===== src/rtl/mips_pkg.sv =====
// Purpose: shared types and encodings for the multicycle MIPS controller.
// Latency: n/a (declarations only).
// Backpressure: n/a.
package mips_pkg;

  localparam int ALU_CTRL_WIDTH = 4;

  typedef enum logic [3:0] {
    FETCH    = 4'd0,
    DECODE   = 4'd1,
    MEMADR   = 4'd2,
    MEMRD    = 4'd3,
    MEMWB    = 4'd4,
    MEMWR    = 4'd5,
    RTYPE_EX = 4'd6,
    RTYPE_WB = 4'd7,
    IMM_EX   = 4'd8,
    IMM_WB   = 4'd9,
    BRANCH   = 4'd10,
    JUMP     = 4'd11
  } state_t;

  // opcodes (instr[31:26])
  localparam logic [5:0] OP_RTYPE = 6'b000000;
  localparam logic [5:0] OP_LW    = 6'b100011;
  localparam logic [5:0] OP_SW    = 6'b101011;
  localparam logic [5:0] OP_ADDI  = 6'b001000;
  localparam logic [5:0] OP_ANDI  = 6'b001100;
  localparam logic [5:0] OP_ORI   = 6'b001101;
  localparam logic [5:0] OP_XORI  = 6'b001110;
  localparam logic [5:0] OP_SLTI  = 6'b001010;
  localparam logic [5:0] OP_BEQ   = 6'b000100;
  localparam logic [5:0] OP_BNE   = 6'b000101;
  localparam logic [5:0] OP_J     = 6'b000010;

  // funct codes (instr[5:0]) for R-type
  localparam logic [5:0] FN_ADD  = 6'b100000;
  localparam logic [5:0] FN_SUB  = 6'b100010;
  localparam logic [5:0] FN_AND  = 6'b100100;
  localparam logic [5:0] FN_OR   = 6'b100101;
  localparam logic [5:0] FN_XOR  = 6'b100110;
  localparam logic [5:0] FN_NOR  = 6'b100111;
  localparam logic [5:0] FN_SLT  = 6'b101010;
  localparam logic [5:0] FN_SLL  = 6'b000000;
  localparam logic [5:0] FN_SRL  = 6'b000010;
  localparam logic [5:0] FN_SRA  = 6'b000011;
  localparam logic [5:0] FN_SLLV = 6'b000100;
  localparam logic [5:0] FN_SRLV = 6'b000110;
  localparam logic [5:0] FN_SRAV = 6'b000111;

  // ALU operation encodings
  localparam logic [ALU_CTRL_WIDTH-1:0] ALU_AND  = 4'b0000;
  localparam logic [ALU_CTRL_WIDTH-1:0] ALU_OR   = 4'b0001;
  localparam logic [ALU_CTRL_WIDTH-1:0] ALU_ADD  = 4'b0010;
  localparam logic [ALU_CTRL_WIDTH-1:0] ALU_XOR  = 4'b0011;
  localparam logic [ALU_CTRL_WIDTH-1:0] ALU_NOR  = 4'b0100;
  localparam logic [ALU_CTRL_WIDTH-1:0] ALU_SUB  = 4'b0110;
  localparam logic [ALU_CTRL_WIDTH-1:0] ALU_SLT  = 4'b0111;
  localparam logic [ALU_CTRL_WIDTH-1:0] ALU_SLL  = 4'b1000;
  localparam logic [ALU_CTRL_WIDTH-1:0] ALU_SRL  = 4'b1001;
  localparam logic [ALU_CTRL_WIDTH-1:0] ALU_SRA  = 4'b1010;
  localparam logic [ALU_CTRL_WIDTH-1:0] ALU_SLLV = 4'b1011;
  localparam logic [ALU_CTRL_WIDTH-1:0] ALU_SRLV = 4'b1100;
  localparam logic [ALU_CTRL_WIDTH-1:0] ALU_SRAV = 4'b1101;

endpackage


===== src/rtl/alu_decoder.sv =====
// Purpose: opcode/funct to alu_control decode, plus instruction legality.
// Latency: purely combinational, zero cycles.
// Backpressure: none.
// Ports: opcode/funct in; alu_control out (ADD when not an ALU op); legal=0 for
//        unknown opcodes and for R-type with an unknown funct.
module alu_decoder
  import mips_pkg::*;
(
  input  logic [5:0]                opcode,
  input  logic [5:0]                funct,
  output logic [ALU_CTRL_WIDTH-1:0] alu_control,
  output logic                      legal
);

  always_comb begin
    alu_control = ALU_ADD;
    legal       = 1'b1;
    case (opcode)
      OP_RTYPE: begin
        case (funct)
          FN_ADD:  alu_control = ALU_ADD;
          FN_SUB:  alu_control = ALU_SUB;
          FN_AND:  alu_control = ALU_AND;
          FN_OR:   alu_control = ALU_OR;
          FN_XOR:  alu_control = ALU_XOR;
          FN_NOR:  alu_control = ALU_NOR;
          FN_SLT:  alu_control = ALU_SLT;
          FN_SLL:  alu_control = ALU_SLL;
          FN_SRL:  alu_control = ALU_SRL;
          FN_SRA:  alu_control = ALU_SRA;
          FN_SLLV: alu_control = ALU_SLLV;
          FN_SRLV: alu_control = ALU_SRLV;
          FN_SRAV: alu_control = ALU_SRAV;
          default: legal = 1'b0;
        endcase
      end
      OP_ADDI: alu_control = ALU_ADD;
      OP_ANDI: alu_control = ALU_AND;
      OP_ORI:  alu_control = ALU_OR;
      OP_XORI: alu_control = ALU_XOR;
      OP_SLTI: alu_control = ALU_SLT;
      // non-ALU-class opcodes are legal; their ALU op is set by the FSM state
      OP_LW, OP_SW, OP_BEQ, OP_BNE, OP_J: alu_control = ALU_ADD;
      default: legal = 1'b0;
    endcase
  end

endmodule


===== src/rtl/multicycle_ctrl.sv =====
// Purpose: multicycle MIPS control FSM (fetch/decode/execute/memory/writeback).
// Latency: outputs combinational from state_q + inputs; lw 5, sw/R/imm 4, br/j 3 cycles.
// Backpressure: mem_ready=0 stalls FETCH, MEMRD and MEMWR with the request held.
// Ports: clk, rst (sync, active-high); opcode/funct from the IR; zero_flag from
//        the ALU; mem_ready from memory; datapath enables/selects out;
//        illegal_instr pulses in DECODE on an unsupported opcode or funct.
module multicycle_ctrl
  import mips_pkg::*;
(
  input  logic                      clk,
  input  logic                      rst,
  input  logic [5:0]                opcode,
  input  logic [5:0]                funct,
  input  logic                      zero_flag,
  input  logic                      mem_ready,
  output logic                      pc_en,
  output logic [1:0]                pc_src,
  output logic                      iord,
  output logic                      mem_read,
  output logic                      mem_write,
  output logic                      ir_write,
  output logic                      reg_dst,
  output logic                      mem_to_reg,
  output logic                      reg_write,
  output logic                      alu_src_a,
  output logic [1:0]                alu_src_b,
  output logic [ALU_CTRL_WIDTH-1:0] alu_control,
  output logic                      illegal_instr
);

  state_t                    state_q, state_d;
  logic [ALU_CTRL_WIDTH-1:0] dec_alu;
  logic                      dec_legal;

  alu_decoder u_alu_decoder (
    .opcode      (opcode),
    .funct       (funct),
    .alu_control (dec_alu),
    .legal       (dec_legal)
  );

  always_ff @(posedge clk) begin
    if (rst) state_q <= FETCH;
    else     state_q <= state_d;
  end

  always_comb begin
    state_d       = state_q;
    pc_en         = 1'b0;
    pc_src        = 2'b00;
    iord          = 1'b0;
    mem_read      = 1'b0;
    mem_write     = 1'b0;
    ir_write      = 1'b0;
    reg_dst       = 1'b0;
    mem_to_reg    = 1'b0;
    reg_write     = 1'b0;
    alu_src_a     = 1'b0;
    alu_src_b     = 2'b00;
    alu_control   = ALU_ADD;
    illegal_instr = 1'b0;

    case (state_q)
      FETCH: begin
        mem_read  = 1'b1;
        alu_src_b = 2'b01;
        if (mem_ready) begin
          ir_write = 1'b1;
          pc_en    = 1'b1;
          state_d  = DECODE;
        end
      end
      DECODE: begin
        // precompute branch target into ALU-out while the opcode is decoded
        alu_src_b = 2'b11;
        if (!dec_legal) begin
          illegal_instr = 1'b1;
          state_d       = FETCH;
        end else begin
          case (opcode)
            OP_LW, OP_SW:                                  state_d = MEMADR;
            OP_RTYPE:                                      state_d = RTYPE_EX;
            OP_ADDI, OP_ANDI, OP_ORI, OP_XORI, OP_SLTI:    state_d = IMM_EX;
            OP_BEQ, OP_BNE:                                state_d = BRANCH;
            OP_J:                                          state_d = JUMP;
            default: begin
              illegal_instr = 1'b1;
              state_d       = FETCH;
            end
          endcase
        end
      end
      MEMADR: begin
        alu_src_a = 1'b1;
        alu_src_b = 2'b10;
        state_d   = (opcode == OP_SW) ? MEMWR : MEMRD;
      end
      MEMRD: begin
        iord     = 1'b1;
        mem_read = 1'b1;
        if (mem_ready) state_d = MEMWB;
      end
      MEMWB: begin
        reg_write  = 1'b1;
        mem_to_reg = 1'b1;
        state_d    = FETCH;
      end
      MEMWR: begin
        iord      = 1'b1;
        mem_write = 1'b1;
        if (mem_ready) state_d = FETCH;
      end
      RTYPE_EX: begin
        alu_src_a   = 1'b1;
        alu_control = dec_alu;
        state_d     = RTYPE_WB;
      end
      RTYPE_WB: begin
        reg_write = 1'b1;
        reg_dst   = 1'b1;
        state_d   = FETCH;
      end
      IMM_EX: begin
        alu_src_a   = 1'b1;
        alu_src_b   = 2'b10;
        alu_control = dec_alu;
        state_d     = IMM_WB;
      end
      IMM_WB: begin
        reg_write = 1'b1;
        state_d   = FETCH;
      end
      BRANCH: begin
        alu_src_a   = 1'b1;
        alu_control = ALU_SUB;
        pc_src      = 2'b01;
        pc_en       = (opcode == OP_BEQ) ? zero_flag :
                      (opcode == OP_BNE) ? ~zero_flag : 1'b0;
        state_d     = FETCH;
      end
      JUMP: begin
        pc_en   = 1'b1;
        pc_src  = 2'b10;
        state_d = FETCH;
      end
      default: state_d = FETCH;
    endcase

    // outputs follow state_q, which only clears on the edge; mask side
    // effects for the whole time reset is held
    if (rst) begin
      pc_en         = 1'b0;
      mem_read      = 1'b0;
      mem_write     = 1'b0;
      ir_write      = 1'b0;
      reg_write     = 1'b0;
      illegal_instr = 1'b0;
    end
  end

endmodule


===== config.mk =====
export PLATFORM = sky130hd
export DESIGN_NAME = multicycle_ctrl
export DESIGN_NICKNAME = d
export VERILOG_FILES = /design/src/rtl/mips_pkg.sv /design/src/rtl/alu_decoder.sv /design/src/rtl/multicycle_ctrl.sv
export SDC_FILE = /design/constraint.sdc
export NUM_CORES = 1
export LEC_CHECK = 0
export BUFFER_PORTS_ARGS = -buffer_cell sky130_fd_sc_hd__buf_2
export CAP_MARGIN = 10
export CORE_MARGIN = 2
export CORE_UTILIZATION = 35
export CTS_CLUSTER_SIZE = 20
export DETAILED_ROUTE_END_ITERATION = 8
export GPL_TIMING_DRIVEN = 0
export PLACE_DENSITY = 0.63
export SETUP_SLACK_MARGIN = 0.15
export SLEW_MARGIN = 10
export SYNTH_ARGS = -nofsm -noshare
export SYNTH_HDL_FRONTEND = slang
export SYNTH_SLANG_ARGS = --single-unit

===== constraint.sdc =====
create_clock -name clk -period 1.8 [get_ports clk]
set_input_delay 0.27 -clock clk [delete_from_list [all_inputs] [get_ports clk]]
set_output_delay 0.27 -clock clk [all_outputs]
set_load 0.02 [all_outputs]

-- Word-level counts from Yosys, hierarchy flattened
Cells that the tools add are included.
- equal/unequal tests: 36
- mux-type cells: 35
- bitwise logic cells: 1
- reductions and logical operators: 16
- operators with widths (cell ; number):
    $eq A6 B6 Y1 const B ; 9
    $pmux W4 S12 ; 1
    $pmux W4 S5 ; 2
    $eq A6 B3 Y1 const B ; 5
    $eq A6 B4 Y1 const B ; 5
    $pmux W4 S7 ; 1
    $mux W1 ; 21
    $eq A6 B2 Y1 const B ; 3
    $eq A4 B3 Y1 const B ; 4
    $eq A4 B4 Y1 const B ; 4
    $mux W4 ; 4
    $reduce_or A13 Y1 ; 1
    $logic_not A6 Y1 ; 2
    $reduce_or A2 Y1 ; 6
    $reduce_or A11 Y1 ; 1
    $reduce_or A10 Y1 ; 1
    $eq A4 B2 Y1 const B ; 2
    $pmux W4 S2 ; 1
    $ne A2 B2 Y1 const B ; 3
    $pmux W2 S3 ; 1
    $reduce_or A5 Y1 ; 1
    $eq A4 B1 Y1 const B ; 1
    $logic_not A4 Y1 ; 1
    $pmux W2 S2 ; 1
    7 further kinds ; 7
- bits in registers: 4
- bits of input ports: 16
- output and inout bits: 18
- word-level logic and storage cells: 89

-- Logic depth before layout (Yosys ltp)
- depth in word-level cells: 7
- mapped depth: 6
- mapped depth without buffers: 5

-- Hierarchy
A second synthesis with hierarchy kept.
- cells, all modules: 141
- area total of the unflattened synthesis: 949.7 sq um
- modules (own cells, without submodules) (module ; times used ; cells each ; area an instance (sq um) ; sequential area each (sq um)):
    multicycle_ctrl ; 1 ; 96 ; 633.1 ; 80.1
    alu_decoder ; 1 ; 45 ; 316.6 ; 0.0

-- Worst setup path after synthesis
Ideal clock, no wire load.
- kind: input port to output port
- start point: in opcode[3]
- end point: out alu_control[3]
- arrival time: 2.017 ns
- required time: 1.530 ns
- path slack: -0.487 ns
- stages on the path: 6
- buffers on the path: 1
- cell sequence: clkbuf_1 > nor2_1 > nand2_1 > nor4_4 > nand2_1 > a2111oi_0
- cells in the longest elaborated chain, start to end: 3
- elaborated cells on any way between the ends: 7
- classes of those cells: eq/ne (4); mux (2); reduce/logical (1)
- ends and longest elaborated chain (what ; line ; source):
    start: declaration ; multicycle_ctrl.sv:12 ; input logic [5:0] opcode,
    $eq A6 B4 Y1 or $logic_not A6 Y1 (tied branches) ; alu_decoder.sv:18 ; case (opcode)
    $pmux W4 S5 (*) ; alu_decoder.sv:18 ;
    $pmux W4 S2 (*) ; multicycle_ctrl.sv:63 ; case (state_q)
    end: declaration ; multicycle_ctrl.sv:27 ; output logic [ALU_CTRL_WIDTH-1:0] alu_control,
Mark *: on every way between the ends. The rest lies on a longest branch, timed or not.

-- Final worst setup path
- start point: reg state_q[1]
- end point: out alu_control[1]
- cells in the longest elaborated chain, start to end: 3
- elaborated cells on any way between the ends: 5
- classes of those cells: eq/ne (3); mux (1); reduce/logical (1)
- ends and longest elaborated chain (what ; line ; source):
    start: declaration ; multicycle_ctrl.sv:31 ; state_t state_q, state_d;
    start signal: assignment ; multicycle_ctrl.sv:44 ; else state_q <= state_d;
    $eq A4 B4 Y1 or $eq A4 B3 Y1 (tied branches) ; multicycle_ctrl.sv:63 ;
    $reduce_or A2 Y1 (no source line) ; -- ;
    $pmux W4 S2 (*) ; multicycle_ctrl.sv:63 ;
Marked as above.

==> impl_metrics.ini <==
[outcome]
status = finished, violations left
violations = setup timing

[power]
p_sw_uw = 166
swShare = 0.377
p_seq_frac = 0.207
p_leak_uw = 0.000635
power.internal_uw = 275
vdd_drop_max_mv = 0.250
clkPwrFrac = 0.241
power.density_nw_per_um2 = 284
combPwrFrac = 0.552

[place]
place_hpwl_mm = 2.12
pre_cts_ws_ps = -193
gp_congestion = 0.798
port_buffers = 28

[logic_synthesis]
synthMuxAreaShare = 0
synth_compound_area_frac = 0.321
synth_area_leaders = nor2_1, dfxtp_1, a21oi_1, o21ai_0, nor3_1
synth_top_area_cell = nor2_1
ys_types = 45
synth-xor-area-share = 0.0549
ys.warnings.count = 0
synth_fa_ha_area_frac = 0
synth-simple-area-share = 0.454
syn_nets = 159
seq_area_frac_synth = 0.0901
synthFlopType = dfxtp_1
ys_ff_latch = 4
netlist_instances = 143
async_flop_share = 0
synth_top_cell_area_share = 0.0930
syn_area_um2 = 888
synth_top_family_by_area = simple AND/OR/NAND/NOR gates
yosysMostFrequentCell = nor2_1
synthTopCellsByCount = nor2_1, a21oi_1, o21ai_0
avgSynthCellArea_um2 = 6.21
synth_edf_count = 0

[detailed_routing]
wl_per_cell_um = 14.5
ant_nets = 0
vias = 1322
via_per_inst = 5.88
drc = 0
first_iter_violations = 41
wirelength_mm = 3.26
drt-pass1-iter-count = 4

[clocking]
htree_levels = 1
root_buffer = clkbuf_4
cts_buffers = 3
clock_path_buffers = 2
clk_pin_slew_ps = 40
cts_tree = yes
cts_hold_buf = 0
clk_latency_ps = 230
numClockSinks = 4

[die]
num_rows = 18
io_pins = 34
initial_core_util = 0.365
die_area_um2 = 2960
die_x_um = 54.4
dieHeight_um = 54.4
core_area_um2 = 2430

[worst_setup_path]
r2r_slack_ps = -30
r2r-start = state_q[2]
crit_required_ps = 1530
crit_path_end_kind = output pin
worst-setup-path-type = reg2out
reg2reg_depth = 6
critPathLaunchType = flop
r2r_end = state_q[2]
cp.arrival_ps = 1750
cp_max_fo = 5

[global_routing]
grt_max_degree = 11
grt_pass1_vias = 1145
overflow = 0
grt_pass1_wl_mm = 4.95
grt_use_total = 0.219
antenna_found_initial = 0

[layout]
layout-area-overhead-vs-synth_pct = 75.2
diodes = 0
fin_nets = 213
regArea_um2 = 90.1
fillers = 197
largest_registers = state_q x4
largest_reg_flops = 4
drive_above_1_share = 0.487
multi_input_area_um2 = 901
largest_register = state_q

[timing]
grt_setup_unrepaired = true
relSlewSlack = 0.671
worstMarginPinSlew_ps = 487
setup_tns_ps = -824
period_minus_slack_ps = 2020
setup_viol = 7
min_period_over_period = 1.12
timing_hold_violations_final = 0
max_freq_mhz = 495
slew_violations = 0
layout_setup_ws_ps = -221
clock_skew_ps = 2.07

[run]
drv_cap = 0

[worst_hold_path]
hold-path-endpoint = state_q[1]
min_path_cells = 2
hp-class = in2reg
min-delay-start = opcode[4]
## per-stage QoR
step / area [um^2] / util / std cells / hold slack, ps / total power [uW]
2_1_floorplan: 958 / - / 143 / 349 / 226
3_3_place_gp: 1140 / 0.467 / 201 / 549 / 277
3_5_place_dp: 1140 / 0.467 / 201 / 547 / 282
4_1_cts: 1440 / 0.593 / 221 / 313 / 423
5_1_grt: 1560 / 0.640 / 225 / 316 / 478
6_report: 1560 / 0.640 / 225 / 319 / 442
## cell type report
| cell class | instances | share of cell area |
|---|---|---|
| Buffer | 12 | 0.0796 |
| Clock buffer | 3 | 0.0145 |
| Inverter | 5 | 0.0137 |
| Multi-Input combinational cell | 122 | 0.579 |
| Sequential cell | 4 | 0.0579 |
| Tap cell | 30 | 0.0241 |
| Timing Repair Buffer | 49 | 0.232 |
## critical path: stages (launching register included)
cell     delay (ps)
dfxtp_4         380
and2b_2         180
a22oi_2          70
nor2_2          140
nand3_2         110
or4b_4          490
buf_6           150
## metal layers
metal	vias to the layer above	global-route usage	routed length [um]
met3	8	0.0164	184
met5	-	0	0
li1	635	-	-
met4	0	0.0625	49
met2	58	0.408	1650
met1	621	0.264	1380
## worst max-delay path by stage
stage                    start             end  cells past startpoint
floorplan            opcode[3]  alu_control[3]                      6
global placement      funct[1]  alu_control[1]                      7
detailed placement    funct[1]  alu_control[1]                      7
CTS                 state_q[3]  alu_control[1]                      6
global route        state_q[1]  alu_control[3]                      9
finish              state_q[1]  alu_control[1]                      6
## layout by cell type (no fill, tap or decap), types with 5 or more instances in the layout
cell	instances
buf_4	23
o21ai_0	7
nand2b_1	6
buf_2	20
nor3_1	6
nor2b_1	5
a21oi_1	12
nand2_1	7
buf_6	13
nor2_1	18
## cell families after synthesis
logic type | after synthesis
and+or+nand+nor | 73
buffers and inverters | 17
AOI/OAI and AO/OA | 45
DFF | 4
xor gates and xnor gates | 4
## power by group through the flow
stage                     Combinational [uW]  Sequential, uW  Clock (uW)
final                                    244            91.4         106
after CTS                                219            90.8         114
after floorplan                          132            93.8           0
after detailed placement                 187            94.3           0
after global placement                   182            94.3           0
after global routing                     264            91.3         123
## what timing repair did
action                     4_1_cts  5_1_grt
setup endpoints to repair       19       13
resized for setup               48       27
setup buffers                   17        4
pin swaps                       14       10
Note: power is estimated with default switching activity, not from simulation.
